### src/rtl/interrupt_controller.sv
// ---------------------------------------------------------------------------
// interrupt_controller
//
// Memory-mapped interrupt controller. Collects NUM_SRC level interrupt lines
// (bit 0 is the timer), edge-detects them into pending latches, gates them
// with a software mask and presents one IRQ to the CPU. The lowest eligible
// index wins. A claim (read of CLAIM) / complete (write of COMPLETE)
// handshake keeps exactly one interrupt in service at a time.
//
// Register map (byte offsets from BASE_ADDR):
//   +0x00 PENDING   read pending bits, write-1-to-clear
//   +0x08 MASK      read/write, 1 = source enabled
//   +0x10 CLAIM     read-only, claims the winning id (all ones if none)
//   +0x18 COMPLETE  write-only, ends service of the claimed id; reads 0
//
// Ports:
//   clock      in   system clock, rising edge
//   reset      in   asynchronous active-high reset
//   irq_src    in   [NUM_SRC]  level interrupt lines (bit 0 = timer)
//   address    in   [width]    bus address
//   data       in   [width]    bus write data
//   MemRead    in   bus read strobe
//   MemWrite   in   bus write strobe
//   rdata      out  [width]    read data, zero unless MemRead and ICAddress
//   ICAddress  out  high when address hits one of the four registers
//   IRQ        out  interrupt request to the CPU
// ---------------------------------------------------------------------------
module interrupt_controller #(
    parameter int unsigned           width     = 64,
    parameter int unsigned           NUM_SRC   = 8,
    parameter logic [width-1:0]      BASE_ADDR = 64'hFFFF0080
) (
    input  logic                 clock,
    input  logic                 reset,
    input  logic [NUM_SRC-1:0]   irq_src,
    input  logic [width-1:0]     address,
    input  logic [width-1:0]     data,
    input  logic                 MemRead,
    input  logic                 MemWrite,
    output logic [width-1:0]     rdata,
    output logic                 ICAddress,
    output logic                 IRQ
);

    localparam int unsigned ID_W = $clog2(NUM_SRC);

    localparam logic [width-1:0] A_PENDING  = BASE_ADDR;
    localparam logic [width-1:0] A_MASK     = BASE_ADDR + width'(8);
    localparam logic [width-1:0] A_CLAIM    = BASE_ADDR + width'(16);
    localparam logic [width-1:0] A_COMPLETE = BASE_ADDR + width'(24);

    typedef enum logic {
        IDLE,
        SERVICING
    } state_t;

    // ------------------------------------------------------------------
    // State
    // ------------------------------------------------------------------
    state_t               r_state;
    state_t               w_state_next;
    logic [NUM_SRC-1:0]   r_pending;
    logic [NUM_SRC-1:0]   r_mask;
    logic [NUM_SRC-1:0]   r_src_prev;
    logic [ID_W-1:0]      r_in_service_id;

    // ------------------------------------------------------------------
    // Address decode
    // ------------------------------------------------------------------
    logic w_sel_pending;
    logic w_sel_mask;
    logic w_sel_claim;
    logic w_sel_complete;

    assign w_sel_pending  = (address == A_PENDING);
    assign w_sel_mask     = (address == A_MASK);
    assign w_sel_claim    = (address == A_CLAIM);
    assign w_sel_complete = (address == A_COMPLETE);
    assign ICAddress      = w_sel_pending | w_sel_mask | w_sel_claim | w_sel_complete;

    // ------------------------------------------------------------------
    // Priority selection: lowest eligible index wins
    // ------------------------------------------------------------------
    logic [NUM_SRC-1:0]   w_eligible;
    logic                 w_any;
    logic                 w_found;
    logic [ID_W-1:0]      w_winner;

    assign w_eligible = r_pending & r_mask;
    assign w_any      = |w_eligible;

    always_comb begin
        w_winner = '0;
        w_found  = 1'b0;
        for (int unsigned i = 0; i < NUM_SRC; i++) begin
            if (!w_found && w_eligible[i]) begin
                w_winner = ID_W'(i);
                w_found  = 1'b1;
            end
        end
    end

    // ------------------------------------------------------------------
    // Bus events
    // ------------------------------------------------------------------
    logic w_claim;
    logic w_complete;
    logic w_wr_pending;
    logic w_wr_mask;

    // A claim only has side effects when something is actually eligible
    // and no interrupt is already in service.
    assign w_claim      = MemRead && w_sel_claim && (r_state == IDLE) && w_any;

    // Comparing the full bus word against the zero-extended id also
    // requires every bit above the id field to be zero.
    assign w_complete   = MemWrite && w_sel_complete && (r_state == SERVICING) &&
                          (data == width'(r_in_service_id));

    assign w_wr_pending = MemWrite && w_sel_pending;
    assign w_wr_mask    = MemWrite && w_sel_mask;

    // ------------------------------------------------------------------
    // Pending latch update: clears first, then new edges, so a fresh edge
    // in the same cycle as a W1C or claim leaves the bit set.
    // ------------------------------------------------------------------
    logic [NUM_SRC-1:0] w_set;
    logic [NUM_SRC-1:0] w_clr;
    logic [NUM_SRC-1:0] w_pending_next;

    always_comb begin
        w_set = irq_src & ~r_src_prev;
        w_clr = '0;
        if (w_wr_pending) begin
            w_clr = w_clr | data[NUM_SRC-1:0];
        end
        if (w_claim) begin
            w_clr = w_clr | (NUM_SRC'(1) << w_winner);
        end
        w_pending_next = (r_pending & ~w_clr) | w_set;
    end

    always_ff @(posedge clock or posedge reset) begin
        if (reset) begin
            r_pending  <= '0;
            r_src_prev <= '0;
            r_mask     <= '0;
        end else begin
            r_pending  <= w_pending_next;
            r_src_prev <= irq_src;
            if (w_wr_mask) begin
                r_mask <= data[NUM_SRC-1:0];
            end
        end
    end

    // ------------------------------------------------------------------
    // Service FSM
    // ------------------------------------------------------------------
    always_ff @(posedge clock or posedge reset) begin
        if (reset) begin
            r_state         <= IDLE;
            r_in_service_id <= '0;
        end else begin
            r_state <= w_state_next;
            if (w_claim) begin
                r_in_service_id <= w_winner;
            end
        end
    end

    always_comb begin
        w_state_next = r_state;
        IRQ          = 1'b0;
        unique case (r_state)
            IDLE: begin
                IRQ = w_any;
                if (w_claim) begin
                    w_state_next = SERVICING;
                end
            end
            SERVICING: begin
                if (w_complete) begin
                    w_state_next = IDLE;
                end
            end
            default: begin
                w_state_next = IDLE;
            end
        endcase
    end

    // ------------------------------------------------------------------
    // Read data: combinational from current registers, so a simultaneous
    // read and write of one register returns the pre-edge value.
    // ------------------------------------------------------------------
    always_comb begin
        rdata = '0;
        if (MemRead) begin
            if (w_sel_pending) begin
                rdata = width'(r_pending);
            end else if (w_sel_mask) begin
                rdata = width'(r_mask);
            end else if (w_sel_claim) begin
                rdata = ((r_state == IDLE) && w_any) ? width'(w_winner) : '1;
            end
        end
    end

endmodule

### config.mk
export PLATFORM = sky130hd
export DESIGN_NAME = interrupt_controller
export DESIGN_NICKNAME = d
export VERILOG_FILES = /design/src/rtl/interrupt_controller.sv
export SDC_FILE = /design/constraint.sdc
export NUM_CORES = 1
export LEC_CHECK = 0
export CORE_MARGIN = 4
export CORE_UTILIZATION = 32
export CTS_CLUSTER_SIZE = 10
export DETAILED_ROUTE_END_ITERATION = 10
export GPL_TIMING_DRIVEN = 0
export PLACE_DENSITY = 0.81
export SYNTH_ARGS = -nofsm -noshare
export SYNTH_HDL_FRONTEND = slang
export SYNTH_SLANG_ARGS = --single-unit
### constraint.sdc
create_clock -name clock -period 7.65 [get_ports clock]
set_input_delay 0.765 -clock clock [delete_from_list [all_inputs] [get_ports clock]]
set_output_delay 0.765 -clock clock [all_outputs]
set_load 0.02 [all_outputs]
; ---- Word level (Yosys, flattened, before mapping)
; Cells that the tools add are included.
[totals]
inputBits = 140
elab_cells = 71
out_inout_bits = 66
regBits = 28
[op_classes]
bitwise_logic = 11
n_eq_ne = 5
mux = 25
n_shift = 1
n_reduce_logical = 24
[op_table]
columns = cell, n
row1 = two-way mux 64 bit, 5
row2 = "== test 64 x 32 -> 1 bit, second input constant", 4
row3 = == test 64 x 3 -> 1 bit, 1
row4 = AND 8 bit, 3
row5 = logical AND 1 bit, 16
row6 = two-way mux 8 bit, 2
row7 = inverter 8 bit, 2
row8 = OR 8 bit, 2
row9 = two-way mux 3 bit, 5
row10 = two-way mux 1 bit, 11
row11 = OR reduction 8 bit, 1
row12 = "left shift 1 x 3 -> 8 bit, first input constant", 1
row13 = logical NOT 1 bit, 7
row14 = OR 1 bit, 3
row15 = two-way mux 2 bit, 1
row16 = case mux 1 bit (2 select lines), 1
row17 = inverter 1 bit, 1

; ---- Depth between registers and ports, before layout
; Gate-level depths: netlist (run 1).
[depth]
ltp_word = 29
depth_mapped = 8
mapped_depth_nobuf = 5

; ---- Worst setup path before layout (run 1)
; Ideal clock, no wire load.
[synth_timing]
kind = input to output
startpoint = input port address[2]
endpoint = output port rdata[10]
path_buffers = 1
path_stages = 6
required_ns = 6.885
t_arrival_ns = 5.827
slack_ns = 1.058
path_cell_list = or4b_1 -> nor4_4 -> nand3_4 -> or2_2 -> nor3_1 -> buf_4
[synth_via]
elab_chain_cells = 5
word_cells_on_any_way = 7
classes_between = eq/ne (3) / mux (4)
[synth_lines]
columns = element, line
row1 = "start, declared", 36  ; input logic [width-1:0] address,
row2 = == test 64 x 32 -> 1 bit, 77  ; assign w_sel_claim = (address == A_CLAIM);
row3 = two-way mux 64 bit, 204  ; end else if (w_sel_claim) begin
row4 = two-way mux 64 bit, 202  ; end else if (w_sel_mask) begin
row5 = two-way mux 64 bit *, 200  ; if (w_sel_pending) begin
row6 = two-way mux 64 bit *, 199  ; if (MemRead) begin
row7 = "end, declared", 40  ; output logic [width-1:0] rdata,
; Mark *: on every way between the ends. The rest lies on a longest branch, timed or not.

; ---- Worst setup path in the final report (run 1)
[layout_timing]
startpoint = input port address[35]
endpoint = output port rdata[15]
; Same word-level chain as after synthesis.

==> reports/results.txt, run 1 <==
crit share post-route - 73.1%
post-layout util - 64.3%
VDD IR max - 61.3 uV
hold-fix buffers at CTS - 0
dpl cells - 581
largest fanout on the critical path - 21
first-pass GRT wire length - 14200 um
Iter 0 DRT Violations - 228
Worst R2R Start - r_mask[1]
clk_lat worst skew - 0.27 ns
drt first pass iters - 4
vias - 2910
pwr/cell area - 77.2 nW/um2
CP bufs+invs - 8
DR vias/cell - 4.97
#FFs+latches synth - 28
CTS tree - done
async set-reset flop share out of synthesis - 100%
CP startpoint - address[35]
Final ANT Viol Nets - 0
Mapped Cells - 275
# rows - 31
Ant. Diodes - 0
H-tree depth - 1
Tightest Pin Transition - 1.02 ns
top cell type's share of synthesized area - 29.3%
Setup Fix Bufs, Post-CTS - 0
status - finished, final reports clean
Setup CP Type - input pin to output pin
Static Leak - 1.81 nW
Overflow after GRT - 0
top cells by area, synth - dfrtp_1 (29%), buf_4 (17%), nor4_1 (6.5%)
die width - 94.4 um
Clock Path Buffers - 2
vias in the first global route - 3030
CP top delay family - buffers and inverters
most frequent cells in the layout - clkdlybuf4s50_1 (204), buf_4 (55), dfrtp_1 (28)
clk_skew - 0.00797 ns
Core ar. - 7250 um2
min setup slack post-route - 2.06 ns
fin. max-slew vios - 0
Synth Area per Inst - 8.69 um2
die height - 94.4 um
Detailed Place HPWL - 8160 um
Synth cell types - 48
CTS buffer count - 3
DR DRC count - 0
crit path cell chain - clkdlybuf4s50_1 -> nor4_1 -> and3_1 -> clkbuf_1 -> nand2_1 -> clkbuf_1 -> or2_2 -> nor3_2 -> buf_6 -> buf_6 -> buf_6 -> buf_4 -> clkdlybuf4s50_1
Hold Crit Class - register to register
routed len/inst - 16.1 um
fillcell total - 609
Startpoint Class - input pin
hold_sp - r_src_prev[2]
Main synth FF type - dfrtp_1
number of gates resized after cts - 0
# setup viols final - 0
Post-Route WL - 9410 um
share of cells above drive strength 1 - 16.5%
max incr delay on CP - 0.63 ns
antenna violations before repair - 0
Syn Nets - 415
cell mode on critical path - buf_6
Top Ports - 206
largest net degree at the start of global routing - 29
Area Growth Syn to Fin - 95.2%
post-place setup slack - 2.02 ns
Pwr Total - 360 uW
synthesized area - 2390 um2
nets - 627
post-synthesis sequential area ratio - 29.3%
commonest non-fill, non-tap cell in the layout - clkdlybuf4s50_1
clock-pin transition on the worst setup and hold timing paths - 0.09 ns
number of enable flip-flop cells after synthesis - 0
Rel. slew slack - 31.7%
upper clock frequency limit - 179 MHz
total of max-cap violations - 0
post-layout min period - 5.59 ns
I/O Buffers - 204
endpoint class of the critical path - output pin
initial core utilization - 32.9%
fin cells - 585
CTS sink cnt - 28
Worst path slowest cell - nor3_2
WHS - 0.434 ns
Synthesis Warnings - 0
die area - 8920 um2
root buf cell - clkbuf_8
CP arrival - 4.83 ns
Placer Congestion - 0.990
Final Hold Fails - 0
global router's overall resource usage - 19.9%
Required @ worst endpoint - 6.88 ns
RSZ-0062 raised after global routing - no
Yosys top cell by area - dfrtp_1
## cell type report
cell class	instances	area [um2]	share of cell area, %
flip-flops and latches	28	701	15.0
multi-input cells	173	1210	25.9
clock buffers	3	41.3	0.885
repair buffers	207	2080	44.5
inverters	12	45.0	0.965
plain buffers	62	439	9.41
well taps	99	124	2.65
clock inverters	1	30.0	0.644
## kinds of logic after synthesis
kind of cell    Yosys count  synth area share (%)
flops                    28                  29.3
buf+inv                  74                  20.3
simple gates            113                  30.1
xor+xnor                  3                  1.10
compound gates           47                  14.2
mux                      10                  5.03
## state kept, by name, indices dropped and copies added (netlist names)
signal and count:
r_pending 8, r_state 1, r_mask 8, r_in_service_id 3, r_src_prev 8
## Yosys cell counts, types with 2 or more instances
| library cell | instances |
|---|---|
| or2_2 | 2 |
| nor2b_1 | 4 |
| nor4bb_1 | 2 |
| nor2_1 | 11 |
| a31oi_1 | 4 |
| inv_1 | 12 |
| nand4_1 | 18 |
| o41ai_1 | 5 |
| or3_1 | 2 |
| a211oi_1 | 2 |
| mux2_2 | 8 |
| a221oi_1 | 5 |
| o21ai_0 | 6 |
| buf_4 | 55 |
| nor4b_1 | 5 |
| o22ai_1 | 4 |
| a21o_1 | 2 |
| a22oi_1 | 4 |
| or4_1 | 3 |
| clkbuf_1 | 7 |
| nand2_1 | 13 |
| dfrtp_1 | 28 |
| mux2_4 | 2 |
| nor4_1 | 25 |
| and2_1 | 3 |
| nand2b_1 | 8 |
| nor3_1 | 6 |
| o21a_1 | 2 |
| a22o_1 | 2 |
| xnor2_1 | 3 |
| a21oi_1 | 5 |
## metrics by stage
| stage | setup TNS, ns | cell area (um2) |
|---|---|---|
| floorplan | 0 | 2390 |
| global placement | -35.50 | 4560 |
| detailed placement | 0 | 4590 |
| CTS | 0 | 4670 |
| global route | 0 | 4670 |
| finish | 0 | 4670 |
## report_power, final
group          total, mW  switching (mW)  internal (mW)  leakage, nW
clock network      0.115          0.0449         0.0700       0.0357
registers          0.151        0.000580          0.150        0.331
logic             0.0947          0.0261         0.0686         1.44
## final timing paths
check,end,slack [ns],cells past startpoint
worst max-delay path,rdata[15],2.06,13
worst max register to register,r_in_service_id[0],5.55,5
min in group asynchronous,r_in_service_id[0],1.05,2
worst min register to register,r_pending[2],0.43,1
worst min-delay path,r_pending[2],0.43,1
max in group asynchronous,r_mask[2],5.99,2
## per-layer routing
metal | global-route usage, % | share of wire [%] | vias to the layer above
met5 | 0 | 0 | -
met4 | 4.45 | 1.1 | 0
met3 | 3.59 | 10 | 11
met2 | 37.1 | 50 | 186
met1 | 23.6 | 39 | 1295
li1 | - | - | 1418
(Power assumes the default switching activity.)
==> run 2, diff against run 1 <==
--- a/config.mk
+++ b/config.mk
@@ -6,11 +6,11 @@
 export NUM_CORES = 1
 export LEC_CHECK = 0
 export CORE_MARGIN = 4
-export CORE_UTILIZATION = 32
+export CORE_UTILIZATION = 29
 export CTS_CLUSTER_SIZE = 10
 export DETAILED_ROUTE_END_ITERATION = 10
 export GPL_TIMING_DRIVEN = 0
-export PLACE_DENSITY = 0.81
+export PLACE_DENSITY = 0.78
 export SYNTH_ARGS = -nofsm -noshare
 export SYNTH_HDL_FRONTEND = slang
 export SYNTH_SLANG_ARGS = --single-unit
==> constraint.sdc (replaced) <==
create_clock -name clock -period 4.6 [get_ports clock]
set_input_delay 0.46 -clock clock [delete_from_list [all_inputs] [get_ports clock]]
set_output_delay 0.46 -clock clock [all_outputs]
set_load 0.02 [all_outputs]
==> run 2 against run 1 <==
- via count is 1.2% higher
- register-to-register slack worse by 3.1 ns
- sequential power up 66%
- power is 57% higher
- sequential share of layout area about the same
- critical path depth down 2
- largest power group unchanged
==> reports/results.txt, run 2 (synthesized netlist as in run 1, its figures left out) <==
Static Leak - 1.80 nW (-0.35%)
largest registers - r_mask: 8 flops, r_pending: 8 flops, r_src_prev: 8 flops
Placer Congestion - 0.963 (-2.7%)
die height - 98.8 um (+4.6%)
# setup viols final - 0 (unchanged)
nets - 624 (-0.48%)
most frequent cells in the layout - clkdlybuf4s50_1 (204), buf_4 (55), dfrtp_1 (28)
# rows - 32 (+3.2%)
RSZ-0062 raised after global routing - no
Setup Fix Bufs, Post-CTS - 0 (unchanged)
root buf cell - clkbuf_8
Worst path slowest cell - clkdlybuf4s50_1
commonest non-fill, non-tap cell in the layout - clkdlybuf4s50_1
vias in the first global route - 2966 (-2.1%)
pwr/cell area - 121 nW/um2 (+57%)
hold-fix buffers at CTS - 0 (unchanged)
crit path cell chain - clkdlybuf4s50_1 -> nor4_1 -> and3_2 -> nand2_1 -> clkbuf_1 -> or2_2 -> nor3_4 -> buf_16 -> buf_8 -> buf_4 -> clkdlybuf4s50_1
Detailed Place HPWL - 8280 um (+1.5%)
initial core utilization - 30.3% (-2.6 points)
Overflow after GRT - 0 (unchanged)
Ant. Diodes - 0 (unchanged)
CTS buffer count - 3 (unchanged)
Reg-to-Reg End - r_in_service_id[0]
Clock Path Buffers - 2 (unchanged)
clock-pin transition on the worst setup and hold timing paths - 0.10 ns (about the same)
Final Hold Fails - 0 (unchanged)
total of max-cap violations - 0 (unchanged)
Hold Crit Class - register to register
CP arrival - 3.91 ns (-0.92 ns)
H-tree depth - 1 (unchanged)
Final ANT Viol Nets - 0 (unchanged)
crit share post-route - 95.1%
global router's overall resource usage - 18.1% (-1.8 points)
Tightest Pin Transition - 1.09 ns (+0.0679 ns)
Pwr Total - 564 uW (+57%)
largest net degree at the start of global routing - 34 (+17%)
Top Ports - 206 (unchanged)
R2R cell count - 5 (unchanged)
Iter 0 DRT Violations - 224 (-1.8%)
I/O Buffers - 204 (unchanged)
clk_skew - 0.00435 ns (-0.00361 ns)
Required @ worst endpoint - 4.14 ns (-2.74 ns)
worst setup path end - rdata[35]
DR DRC count - 0 (unchanged)
Worst R2R Start - r_mask[4]
status - finished, final reports clean
largest fanout on the critical path - 33 (+57%)
Post-Route WL - 9420 um (+0.18%)
endpoint class of the critical path - output pin
CTS tree - done
Startpoint Class - input pin
die area - 9760 um2 (+9.4%)
drt first pass iters - 4 (unchanged)
post-layout min period - 4.37 ns
die width - 98.8 um (+4.6%)
r2r setup slk - 2.41 ns (-3.14 ns)
Core ar. - 7890 um2 (+8.7%)
routed len/inst - 16.1 um (+0.18%)
first-pass GRT wire length - 14400 um (+1.4%)
share of cells above drive strength 1 - 16.8% (+0.31 points)
CTS sink cnt - 28 (unchanged)
VDD IR max - 117 uV (+91%)
Area Growth Syn to Fin - 95.1% (about the same)
Setup CP Type - input pin to output pin
max incr delay on CP - 0.61 ns (-0.02 ns)
WHS - 0.432 ns (-0.00156 ns)
Rel. slew slack - 27.2% (-4.5 points)
cell mode on critical path - clkdlybuf4s50_1
upper clock frequency limit - 229 MHz
vias - 2944 (+1.2%)
DR vias/cell - 5.03 (+1.2%)
CP startpoint - address[35]
antenna violations before repair - 0 (unchanged)
fin. max-slew vios - 0 (unchanged)
clk_lat worst skew - 0.28 ns (about the same)
## run 2: repair_timing
item	4_1_cts	5_1_grt
hold endpoints to repair	0	0
setup endpoints to repair	0	50
resized for setup	0	2
## run 2: cell type report
cell class | count | area [um2]
multi-input cells | 173 | 1220
flip-flops and latches | 28 | 701
repair buffers | 206 | 2080
well taps | 102 | 128
inverters | 12 | 45.0
plain buffers | 60 | 432
clock buffers | 4 | 55.1
fillers | 711 | 3220
## run 2: where the power goes
group | switching (mW) | internal [mW]
clock network | 0.0788 | 0.0768
logic | 0.0443 | 0.114
registers | 0.000754 | 0.249
total | 0.124 | 0.440
## run 2: how the worst min path moves through the flow
stage / from / end / cells past startpoint / slack (ns)
after floorplan: r_src_prev[2] / r_pending[2] / 1 / 0.41
after global placement: r_src_prev[3] / r_pending[3] / 1 / 0.41
after detailed placement: r_src_prev[3] / r_pending[3] / 1 / 0.42
after CTS: r_src_prev[3] / r_pending[3] / 1 / 0.43
after global routing: r_src_prev[3] / r_pending[3] / 1 / 0.45
final: r_src_prev[3] / r_pending[3] / 1 / 0.43
## run 2: stage by stage
step | setup slack [ns] | cells | instance area (um2) | setup TNS [ns] | utilization, %
global placement | -1.37 | 581 | 4560 | -75.84 | 57.9
global route | 0.00610 | 585 | 4660 | 0 | 59.1
CTS | 0.0206 | 587 | 4670 | 0 | 59.2
detailed placement | 0.0259 | 583 | 4610 | 0 | 58.5
floorplan | 0.0923 | 275 | 2390 | 0 | -
finish | 0.227 | 585 | 4660 | 0 | 59.1
## run 2: routing by layer
metal  part of all wire, %  vias to the layer above  GRT usage, %
li1                      -                     1411             -
met1                    39                     1337          21.1
met2                    50                      186          34.0
met3                   9.7                       10          3.26
met4                   1.4                        0          3.99
met5                     0                        -             0
## run 2: critical path, delay by kind of cell
kind	cells	cell delay (ns)
buf+inv	6	1.76
simple gates	5	1.69
==> run 3, diff against run 2 <==
--- a/config.mk
+++ b/config.mk
@@ -11,6 +11,7 @@
 export DETAILED_ROUTE_END_ITERATION = 10
 export GPL_TIMING_DRIVEN = 0
 export PLACE_DENSITY = 0.78
+export SLEW_MARGIN = 25
 export SYNTH_ARGS = -nofsm -noshare
 export SYNTH_HDL_FRONTEND = slang
 export SYNTH_SLANG_ARGS = --single-unit
==> run 3 against run 2 <==
- design area down 0.38%
- hold slack better by 0.0027 ns
- non-clock buffer count up 2
- register-to-register slack worse by 0.02 ns
- critical path depth up 1
- highest routed layer unchanged
- first-iteration DRC count down 21%
- die area unchanged
- clock power down 15%
==> reports/results.txt, run 3 (synthesized netlist as in run 1, its figures left out) <==
Logic pwr share - 29.3% (+1.2 points)
CTS buffer count - 3 (unchanged)
fin. max-slew vios - 0 (unchanged)
antenna violations before repair - 0 (unchanged)
status - finished, final reports clean
crit path cell chain - clkdlybuf4s50_1 -> nor4bb_1 -> and4_1 -> clkbuf_1 -> nand2_1 -> clkbuf_1 -> or2_2 -> nor3_4 -> buf_8 -> buf_8 -> buf_4 -> clkdlybuf4s50_1
Required @ worst endpoint - 4.14 ns (about the same)
CP bufs+invs - 7 (+1)
largest net degree at the start of global routing - 29 (-15%)
switching pwr - 119 uW (-3.6%)
global router's overall resource usage - 18.0% (-0.071 points)
first-pass GRT wire length - 14400 um (-0.28%)
upper clock frequency limit - 232 MHz (+1.2%)
CP top delay family - buffers and inverters
Core ar. - 7890 um2 (unchanged)
worst setup path end - rdata[35]
largest registers - r_mask: 8 flops, r_pending: 8 flops, r_src_prev: 8 flops
commonest non-fill, non-tap cell in the layout - clkdlybuf4s50_1
multi-input combinational cell area - 1220 um2 (-0.21%)
most frequent cells in the layout - clkdlybuf4s50_1 (204), buf_4 (56), dfrtp_1 (28)
Post-Route WL - 9340 um (-0.86%)
Area Growth Syn to Fin - 94.4%
# setup viols final - 0 (unchanged)
Clock power frac - 24.5% (-3.1 points)
Reg-to-Reg End - r_in_service_id[0]
Worst path depth - 12 (+1)
pwr/cell area - 117 nW/um2 (-3.6%)
# rows - 32 (unchanged)
CTS tree - done
initial core utilization - 30.3% (unchanged)
clk_skew - 0.00549 ns (+0.00114 ns)
Worst path slowest cell - clkdlybuf4s50_1
root buf cell - clkbuf_8
drt first pass iters - 4 (unchanged)
Worst R2R Start - r_mask[4]
Final ANT Viol Nets - 0 (unchanged)
Sw Share - 22.0% (+0.084 points)
register share of total power - 46.2% (+1.9 points)
DR vias/cell - 5.00 (-0.58%)
die width - 98.8 um (unchanged)
vias in the first global route - 3017 (+1.7%)
Pint - 422 uW (-4.1%)
r2r setup slk - 2.39 ns (-0.02 ns)
WHS Path Cells - 1 (unchanged)
CP startpoint - address[30]
Clock Path Buffers - 2 (unchanged)
largest fanout on the critical path - 24 (-27%)
Detailed Place HPWL - 8130 um (-1.9%)
RSZ-0062 raised after global routing - no
nets - 626 (+0.32%)
clock-pin transition on the worst setup and hold timing paths - 0.09 ns (about the same)
crit share post-route - 93.9% (-1.2 points)
Top Ports - 206 (unchanged)
Iter 0 DRT Violations - 178 (-21%)
VDD IR max - 81.8 uV (-30%)
WHS - 0.435 ns (+0.00266 ns)
vias - 2932 (-0.41%)
setup tns final - 0 ns (unchanged)
die area - 9760 um2 (unchanged)
max incr delay on CP - 0.61 ns (about the same)
Startpoint Class - input pin
post-layout min period - 4.32 ns (-0.0535 ns)
Rel. slew slack - 45.0% (+18 points)
DR DRC count - 0 (unchanged)
Hold Crit Class - register to register
storage element area - 701 um2 (unchanged)
R2R cell count - 5 (unchanged)
die height - 98.8 um (unchanged)
Overflow after GRT - 0 (unchanged)
Ant. Diodes - 0 (unchanged)
H-tree depth - 1 (unchanged)
Placer Congestion - 0.963 (unchanged)
Static Leak - 1.80 nW (-0.30%)
I/O Buffers - 204 (unchanged)
endpoint class of the critical path - output pin
clk_lat worst skew - 0.27 ns (about the same)
CP arrival - 3.86 ns (-0.05 ns)
fillcell total - 708 (-0.42%)
total of max-cap violations - 0 (unchanged)
Tightest Pin Transition - 0.821 ns (-0.270 ns)
Setup CP Type - input pin to output pin
routed len/inst - 15.9 um (-1.0%)
CTS sink cnt - 28 (unchanged)
Final Hold Fails - 0 (unchanged)
share of cells above drive strength 1 - 16.5% (-0.24 points)
==> run 3: how the worst min path moves through the flow <==
stage / slack, ns / end / start
CTS: 0.44 / r_pending[3] / r_src_prev[3]
floorplan: 0.41 / r_pending[2] / r_src_prev[2]
global route: 0.44 / r_pending[3] / r_src_prev[3]
finish: 0.44 / r_pending[3] / r_src_prev[3]
detailed placement: 0.42 / r_pending[2] / r_src_prev[2]
global placement: 0.41 / r_pending[3] / r_src_prev[3]
==> run 3: power by group through the flow <==
stage                     clock network, mW  logic, mW  registers (mW)
after detailed placement                  0      0.159           0.255
after global routing                  0.146      0.170           0.251
after CTS                             0.134      0.160           0.250
after global placement                    0      0.156           0.255
after floorplan                           0     0.0272           0.255
final                                 0.133      0.159           0.250
==> run 3: stage by stage <==
step / setup slack, ns / cells / util [%] / cell area [um2] / power [mW]
after global placement: -1.37 / 581 / 57.9 / 4560 / 0.411
after floorplan: 0.0923 / 275 / - / 2390 / 0.282
after detailed placement: -0.165 / 583 / 58.3 / 4600 / 0.415
final: 0.281 / 586 / 58.9 / 4650 / 0.542
after CTS: 0.181 / 587 / 58.9 / 4650 / 0.544
after global routing: 0.0194 / 586 / 58.9 / 4650 / 0.567
==> run 3: repair_timing <==
| action | in CTS | in global routing |
|---|---|---|
| pin swaps | 1 | 0 |
| setup buffers | 1 | 0 |
| hold buffers | 0 | 0 |
| endpoints found under the hold margin | 0 | 0 |
| endpoints found under the setup margin | 24 | 19 |
| resized for setup | 0 | 0 |
==> run 3: metal layers <==
layer  wire (um)  GRT usage [%]
met2        4640           33.2
met5           0              0
met1        3590           20.9
met4         198           5.67
met3         916           3.18
==> run 3: worst reg2reg max path, cell delays in order, from the launching register on <==
cell	delay, ns
dfrtp_1	0.43
a22oi_1	0.18
a41oi_1	0.56
inv_1	0.12
or4_4	0.49
mux2_4	0.32
==> run 3: final cells by class <==
type | instances | share of cell area [%]
sequential | 28 | 15.1
clock buffer | 3 | 0.889
multi-input combinational | 173 | 26.2
timing repair buffer | 207 | 44.8
buffer | 61 | 9.37
inverter | 12 | 0.970
tap | 102 | 2.75
